**config.mk**
```make
export PLATFORM = sky130hd
export DESIGN_NAME = imem_fetch_ctrl
export DESIGN_NICKNAME = d
export VERILOG_FILES = /design/src/rtl/imem_fetch_ctrl.sv
export SDC_FILE = /design/constraint.sdc
export NUM_CORES = 1
export LEC_CHECK = 0
export CORE_MARGIN = 2
export CORE_UTILIZATION = 45
export DETAILED_ROUTE_END_ITERATION = 16
export GPL_ROUTABILITY_DRIVEN = 1
export GPL_TIMING_DRIVEN = 0
export PLACE_DENSITY = 0.76
export SYNTH_ARGS = -nofsm -noshare
export SYNTH_HDL_FRONTEND = slang
export SYNTH_SLANG_ARGS = --single-unit
```
**constraint.sdc**
```tcl
create_clock -name clk -period 2.3 [get_ports clk]
set_clock_uncertainty 0.2 [all_clocks]
set_input_delay 0.23 -clock clk [delete_from_list [all_inputs] [get_ports clk]]
set_output_delay 0.23 -clock clk [all_outputs]
set_load 0.01 [all_outputs]
```
**src/rtl/imem_fetch_ctrl.sv**
```systemverilog
// Instruction-fetch sequencer: owns the fetch PC, buffers up to two fetched
// {pc, instr} pairs and hands them to decode over a valid/ready handshake.
module imem_fetch_ctrl #(
    parameter int                PC_WIDTH = 32,
    parameter int                DATA_W   = 32,
    parameter logic [PC_WIDTH-1:0] RESET_PC = '0
) (
    input  logic                clk,
    input  logic                n_rst,
    input  logic                fetch_en,
    input  logic                redirect_valid,
    input  logic [PC_WIDTH-1:0] redirect_pc,
    output logic [PC_WIDTH-1:0] mem_addr,
    input  logic [DATA_W-1:0]   mem_data,
    output logic                out_valid,
    input  logic                out_ready,
    output logic [DATA_W-1:0]   out_instr,
    output logic [PC_WIDTH-1:0] out_pc,
    output logic                misalign_err,
    output logic                fsm_state
);

    // Handshake: a transfer completes on every rising edge where
    // out_valid and out_ready are both 1; out_valid never depends on out_ready.

    typedef enum logic {
        RUN = 1'b0,
        ERR = 1'b1
    } state_t;

    state_t              state, state_nxt;
    logic [PC_WIDTH-1:0] fetch_pc, fetch_pc_nxt;
    logic [1:0]          count, count_nxt;
    logic                err_nxt;
    logic                pop, push;

    logic [PC_WIDTH-1:0] head_pc, tail_pc;
    logic [DATA_W-1:0]   head_instr, tail_instr;

    assign mem_addr  = fetch_pc;
    assign out_pc    = head_pc;
    assign out_instr = head_instr;
    assign fsm_state = state;

    always_comb begin
        state_nxt    = state;
        fetch_pc_nxt = fetch_pc;
        count_nxt    = count;
        err_nxt      = misalign_err;
        push         = 1'b0;
        pop          = out_valid & out_ready;

        if (redirect_valid) begin
            // A pop in this cycle is still consumed; the buffer simply empties.
            count_nxt = 2'd0;
            if (redirect_pc[1:0] == 2'b00) begin
                fetch_pc_nxt = redirect_pc;
                err_nxt      = 1'b0;
                state_nxt    = RUN;
            end else begin
                fetch_pc_nxt = {redirect_pc[PC_WIDTH-1:2], 2'b00};
                err_nxt      = 1'b1;
                state_nxt    = ERR;
            end
        end else begin
            case (state)
                RUN: begin
                    push      = fetch_en & ((count != 2'd2) | pop);
                    count_nxt = count + {1'b0, push} - {1'b0, pop};
                    if (push) begin
                        fetch_pc_nxt = fetch_pc + PC_WIDTH'(4);
                    end
                end
                default: begin
                    count_nxt = count - {1'b0, pop};
                end
            endcase
        end
    end

    always_ff @(posedge clk) begin
        if (n_rst) begin
            state        <= RUN;
            fetch_pc     <= RESET_PC;
            count        <= 2'd0;
            out_valid    <= 1'b0;
            misalign_err <= 1'b0;
            head_pc      <= '0;
            head_instr   <= '0;
            tail_pc      <= '0;
            tail_instr   <= '0;
        end else begin
            state        <= state_nxt;
            fetch_pc     <= fetch_pc_nxt;
            count        <= count_nxt;
            out_valid    <= (count_nxt != 2'd0);
            misalign_err <= err_nxt;
            // Head is entry 0; a pop shifts the tail forward into the head.
            if (!redirect_valid) begin
                if (pop) begin
                    if (count == 2'd2) begin
                        head_pc    <= tail_pc;
                        head_instr <= tail_instr;
                        if (push) begin
                            tail_pc    <= fetch_pc;
                            tail_instr <= mem_data;
                        end
                    end else if (push) begin
                        head_pc    <= fetch_pc;
                        head_instr <= mem_data;
                    end
                end else if (push) begin
                    if (count == 2'd0) begin
                        head_pc    <= fetch_pc;
                        head_instr <= mem_data;
                    end else begin
                        tail_pc    <= fetch_pc;
                        tail_instr <= mem_data;
                    end
                end
            end
        end
    end

endmodule

```
[Word level (Yosys, flattened, before mapping)]
Index checks and enable logic that the tools add are counted.
Storage, ports and cells
  logic and storage cells: 59
  output and inout bits: 99
  register bits: 164
  input port bits: 69
Operators by class
  reduce and logical (&&, ||, !) cells: 10
  mux-type cells: 27
  bitwise logic cells: 4
  add/subtract/negate cells: 4
  equal/unequal tests: 6
Operators by type and width (count)
  2-to-1 mux 32 bit: 21
  adder 32 x 3 -> 32 bit (second input constant): 1
  nonzero test 2 bit: 5
  inequality test 2 bit (second input constant): 4
  2-to-1 mux 2 bit: 3
  AND reduction 5 bit: 1
  logical NOT 2 bit: 2
  AND reduction 4 bit: 1
  subtractor 2 x 1 -> 2 bit: 2
  2-to-1 mux 1 bit: 3
  adder 2 x 1 -> 2 bit: 1
  bitwise AND 1 bit: 2
  equality test 2 bit (second input constant): 1
  inequality test 2 x 1 -> 1 bit (second input constant): 1
  AND reduction 2 bit: 1
  NOT 1 bit: 1
  bitwise OR 1 bit: 1

[Depth between registers and ports, before layout]
Gate-level depths: netlist of the first run.
  word-level depth: 8
  gate-level depth with buffers: 11
  gate-level depth less buffers: 11

[Worst setup path before layout of the first run]
Ideal clock, no wire load.
  path type: reg2reg
  from: reg out_valid
  to: reg out_valid
  cell stages (with the launch flop): 12
  clock period less this slack: 2.371 ns
  slack: -0.071 ns
  arrival time: 2.048 ns
  library setup time: 0.123 ns
  cell sequence: dfxtp_1 > nand2_1 > clkinv_1 > o21ai_0 > ha_1 > inv_1 > ha_1 > xnor2_1 > o21ai_0 > xnor2_1 > nor3_1 > or2_2
Between the ends
  word-level cells in the longest chain between the ends: 8
  elaborated cells on any way between the ends: 9
  those cells by class: add/sub: 3; mux: 2; bitwise: 3; reduce/logical: 1
RTL lines
  start: declaration: line 15  | output logic out_valid,
  start signal: assignment: line 96  | out_valid <= (count_nxt != 2'd0);
  bitwise AND 1 bit (*): line 51  | pop = out_valid & out_ready;
  bitwise OR 1 bit: line 68  | push = fetch_en & ((count != 2'd2) | pop);
  bitwise AND 1 bit: line 68
  adder 2 x 1 -> 2 bit: line 69  | count_nxt = count + {1'b0, push} - {1'b0, pop};
  subtractor 2 x 1 -> 2 bit: line 69
  2-to-1 mux 2 bit (*): line 66  | case (state)
  2-to-1 mux 2 bit (*): line 53  | if (redirect_valid) begin
  nonzero test 2 bit (*): line 96
Every way passes the cells marked *; elsewhere a longest branch is shown, timed or not.
A chain may end at the register's enable or synchronous reset.

[Worst setup path after layout of the first run]
Ends and elaborated chain as after synthesis.

==> metrics.txt, run 1 <==
synthesized area per cell ~8.6 µm²; final setup vio count 0; Final Hold Viols 0; VDD IR-drop max 0.000537 V; number of flops mapped to enable cells by yosys 0; Synthesis Warnings 0; initial antenna violation count 0; Worst Hold Class in2reg; Relative slew margins about half; via count ~6,500; P_leak 0.00391 µW; post-route total power 6860 µW; Multi-input gate area about 0.0035 mm²; CTS tree built; vias in the first global route 6,010; Area Growth Syn to Fin 37.2%; H-tree depth 4; dpl hpwl ~14,000 µm; Worst-Margin Slew 739 ps; #FFs+latches synth between 150 and 200; most numerous cell in the Yosys netlist dfxtp_1; flop-to-flop setup slack 40 ps; drt wl/cell 16.1 µm; Final ANT Viol Nets 0; Sink Count 164; CTS root buf clkbuf_16; outcome finished clean; post-synthesis sequential area ratio between 40% and 50%; Async SR Flop Fraction 0%; fin nets 1,086; Final min period around 2300 ps; Setup crit end kind flop; final WL around 20,000 µm; Die Width 130 µm; Initial Utilization between 40% and 50%; Placeable Area 0.0157 mm²; drt drc 0; Clock Path Buffers 2; reg2reg start out_valid$_SDFF_PP0_; Tcrit/Tclk final between 90% and 100%; Slew Viols, Final 0; pin count of the biggest net entering global routing 17; FMAX around 0.44 GHz; port bufs 166; kind of critical path reg2reg; Clock transition at path regs around 60 ps; top_reg_cell synth dfxtp_1; R2R cell count 11; # diodes 0; synth cell count leaders 164 x dfxtp_1, 140 x nand2_1, 87 x a21oi_1, 75 x nor2_1, 68 x mux2i_1; top post-synthesis cells by area dfxtp_1 46%, mux2i_1 9.6%, nand2_1 7.4%; RSZ-0062 raised after global routing yes; area leader, netlist dfxtp_1; Mapped Cells 827; min setup slack post-route around 42 ps; Die H around 130 µm; Post-Place Setup Slack -498 ps; CP Max Fanout 8; layout cell share with drive strength beyond 1 9.06%; CP startpoint kind flop; Initial DRC Count around 350; Netlist cell types 49; max-capacitance violation count 0; CTS buffer count 17; GRT Overall Usage between 20% and 30%; syn nets 900; first-pass GRT wire length about 31,000 µm; die area 0.0169 mm²; Rows 46; RR Endpoint out_valid$_SDFF_PP0_; Hold-fix buffers, CTS 0; Clock Latency Late Sink about 430 ps; Hold EP count[1]$_SDFF_PP0_; Pre-antenna DRT Iters 5; hold path cells 2; Fill cells 1,389; Post-Syn Area just over 0.007 mm²; register area approximately 0.0033 mm²; Boundary Pins roughly 170; share of the synthesized area in the top cell type a little under half; pwr dens roughly 700 mW/mm²; gpl congestion approximately 0.9; final core occ 62.5%; CP required ~2400 ps; Min-Delay Startpoint n_rst; grt total ovfl 0; Worst EP arrival approximately 2400 ps; Vias/cell around 5.2
-- critical path, stage by stage (launching register included) --
cell      delay (ps)
dfxtp_4          400
nand2_8           90
clkinv_8          90
o21ai_2           60
ha_1             280
inv_1             50
ha_1             190
xnor2_1          120
o21ai_1          170
xnor2_1          140
nor3_1            70
or2_2            290
-- report_power, final --
| part | leakage [µW] | switching [µW] | total, µW | internal [µW] |
|---|---|---|---|---|
| logic | 0.00229 | 464 | 967 | 503 |
| clock network | 0.000280 | 1190 | 2790 | 1600 |
| registers | 0.00134 | 125 | 3100 | 2980 |
| total | 0.00391 | 1780 | 6860 | 5080 |
-- area by class of cell --
| type | count | area share (%) |
|---|---|---|
| plain buffers | 68 | 3.31 |
| clock buffers | 17 | 4.35 |
| clock inverters | 15 | 1.59 |
| inverters | 24 | 1.05 |
| multi-input cells | 571 | 36.0 |
| flip-flops and latches | 164 | 33.7 |
| well taps | 216 | 2.76 |
| repair buffers | 167 | 17.2 |
-- cell families after synthesis --
kind of cell | after synthesis | share of synthesized area [%]
AO/OA/AOI/OAI | 192 | 17.4
multiplexers | 69 | 9.71
XOR/XNOR | 28 | 3.44
buffers and inverters | 92 | 5.30
flip-flops | 164 | 46.1
adder cells (fa/ha/maj) | 4 | 0.702
AND/OR/NAND/NOR | 278 | 17.4
-- flip-flops by register name, indices dropped and copies added (netlist names) --
register	flops
out_instr	32
tail_instr	32
out_valid	1
tail_pc	32
out_pc	32
fsm_state	1
mem_addr	32
count	2
-- per-stage QoR --
step | setup TNS, ps | std cells | instance area, µm² | hold slack, ps
floorplan | 0 | 827 | 7130 | 166
global placement | -41240 | 1209 | 9060 | 241
detailed placement | -43310 | 1209 | 9060 | 246
CTS | -2.70 | 1241 | 9670 | 81.2
global route | -0.131 | 1242 | 9780 | 136
finish | 0 | 1242 | 9780 | 117
-- repair_timing --
| action | in CTS | in global routing |
|---|---|---|
| setup endpoints to repair | 49 | 144 |
| pin swaps | 1 | 2 |
| cloned | 0 | 0 |
| setup buffers | 0 | 1 |
| gates resized for setup | 10 | 47 |
-- metal layers --
layer  vias up  track usage, %  wire length [µm]
met1      3012            31.3              8880
li1       3227               -                 -
met5         -               0                 0
met4         0            7.72               336
met2       199            39.1              9520
met3        23            4.63              1200
-- layout by cell type (no fill, tap or decap), types with 9 or more instances in the layout --
master           Yosys  routed
clkdlybuf4s50_1      0     165
dfxtp_1            164     160
nand2_1            140     139
a21oi_1             87      87
nor2_1              75      75
mux2i_1             68      68
a211oi_1            66      66
clkbuf_1            38      28
inv_1               23      23
o21a_1              20      20
xnor2_1             18      18
clkbuf_16            0      17
clkbuf_2             1      16
buf_2               22      15
nand3_1             13      13
nand4_1             11      11
xor2_1              10      10
nor3_1               9       9
-- worst max-delay path by stage --
stage,start,endpoint,slack (ps),cells past startpoint
after floorplan,out_valid$_SDFF_PP0_,out_valid$_SDFF_PP0_,40,11
after global placement,out_ready,out_valid$_SDFF_PP0_,-470,12
after detailed placement,out_ready,tail_pc[19]$_SDFFE_PP0P_,-500,7
after CTS,mem_addr[3]$_SDFFE_PP0P_,mem_addr[18]$_SDFFE_PP0P_,-3,6
after global routing,out_valid$_SDFF_PP0_,out_valid$_SDFF_PP0_,-0.1,11
final,out_valid$_SDFF_PP0_,out_valid$_SDFF_PP0_,40,11
(Power assumes the default switching activity.)
==> run 2: changes to the inputs <==
--- a/config.mk
+++ b/config.mk
@@ -11,6 +11,7 @@
 export GPL_ROUTABILITY_DRIVEN = 1
 export GPL_TIMING_DRIVEN = 0
 export PLACE_DENSITY = 0.76
+export SLEW_MARGIN = 5
 export SYNTH_ARGS = -nofsm -noshare
 export SYNTH_HDL_FRONTEND = slang
 export SYNTH_SLANG_ARGS = --single-unit
==> results of run 2 <==
Final layout, timing and power as in run 1 (identical DEF).
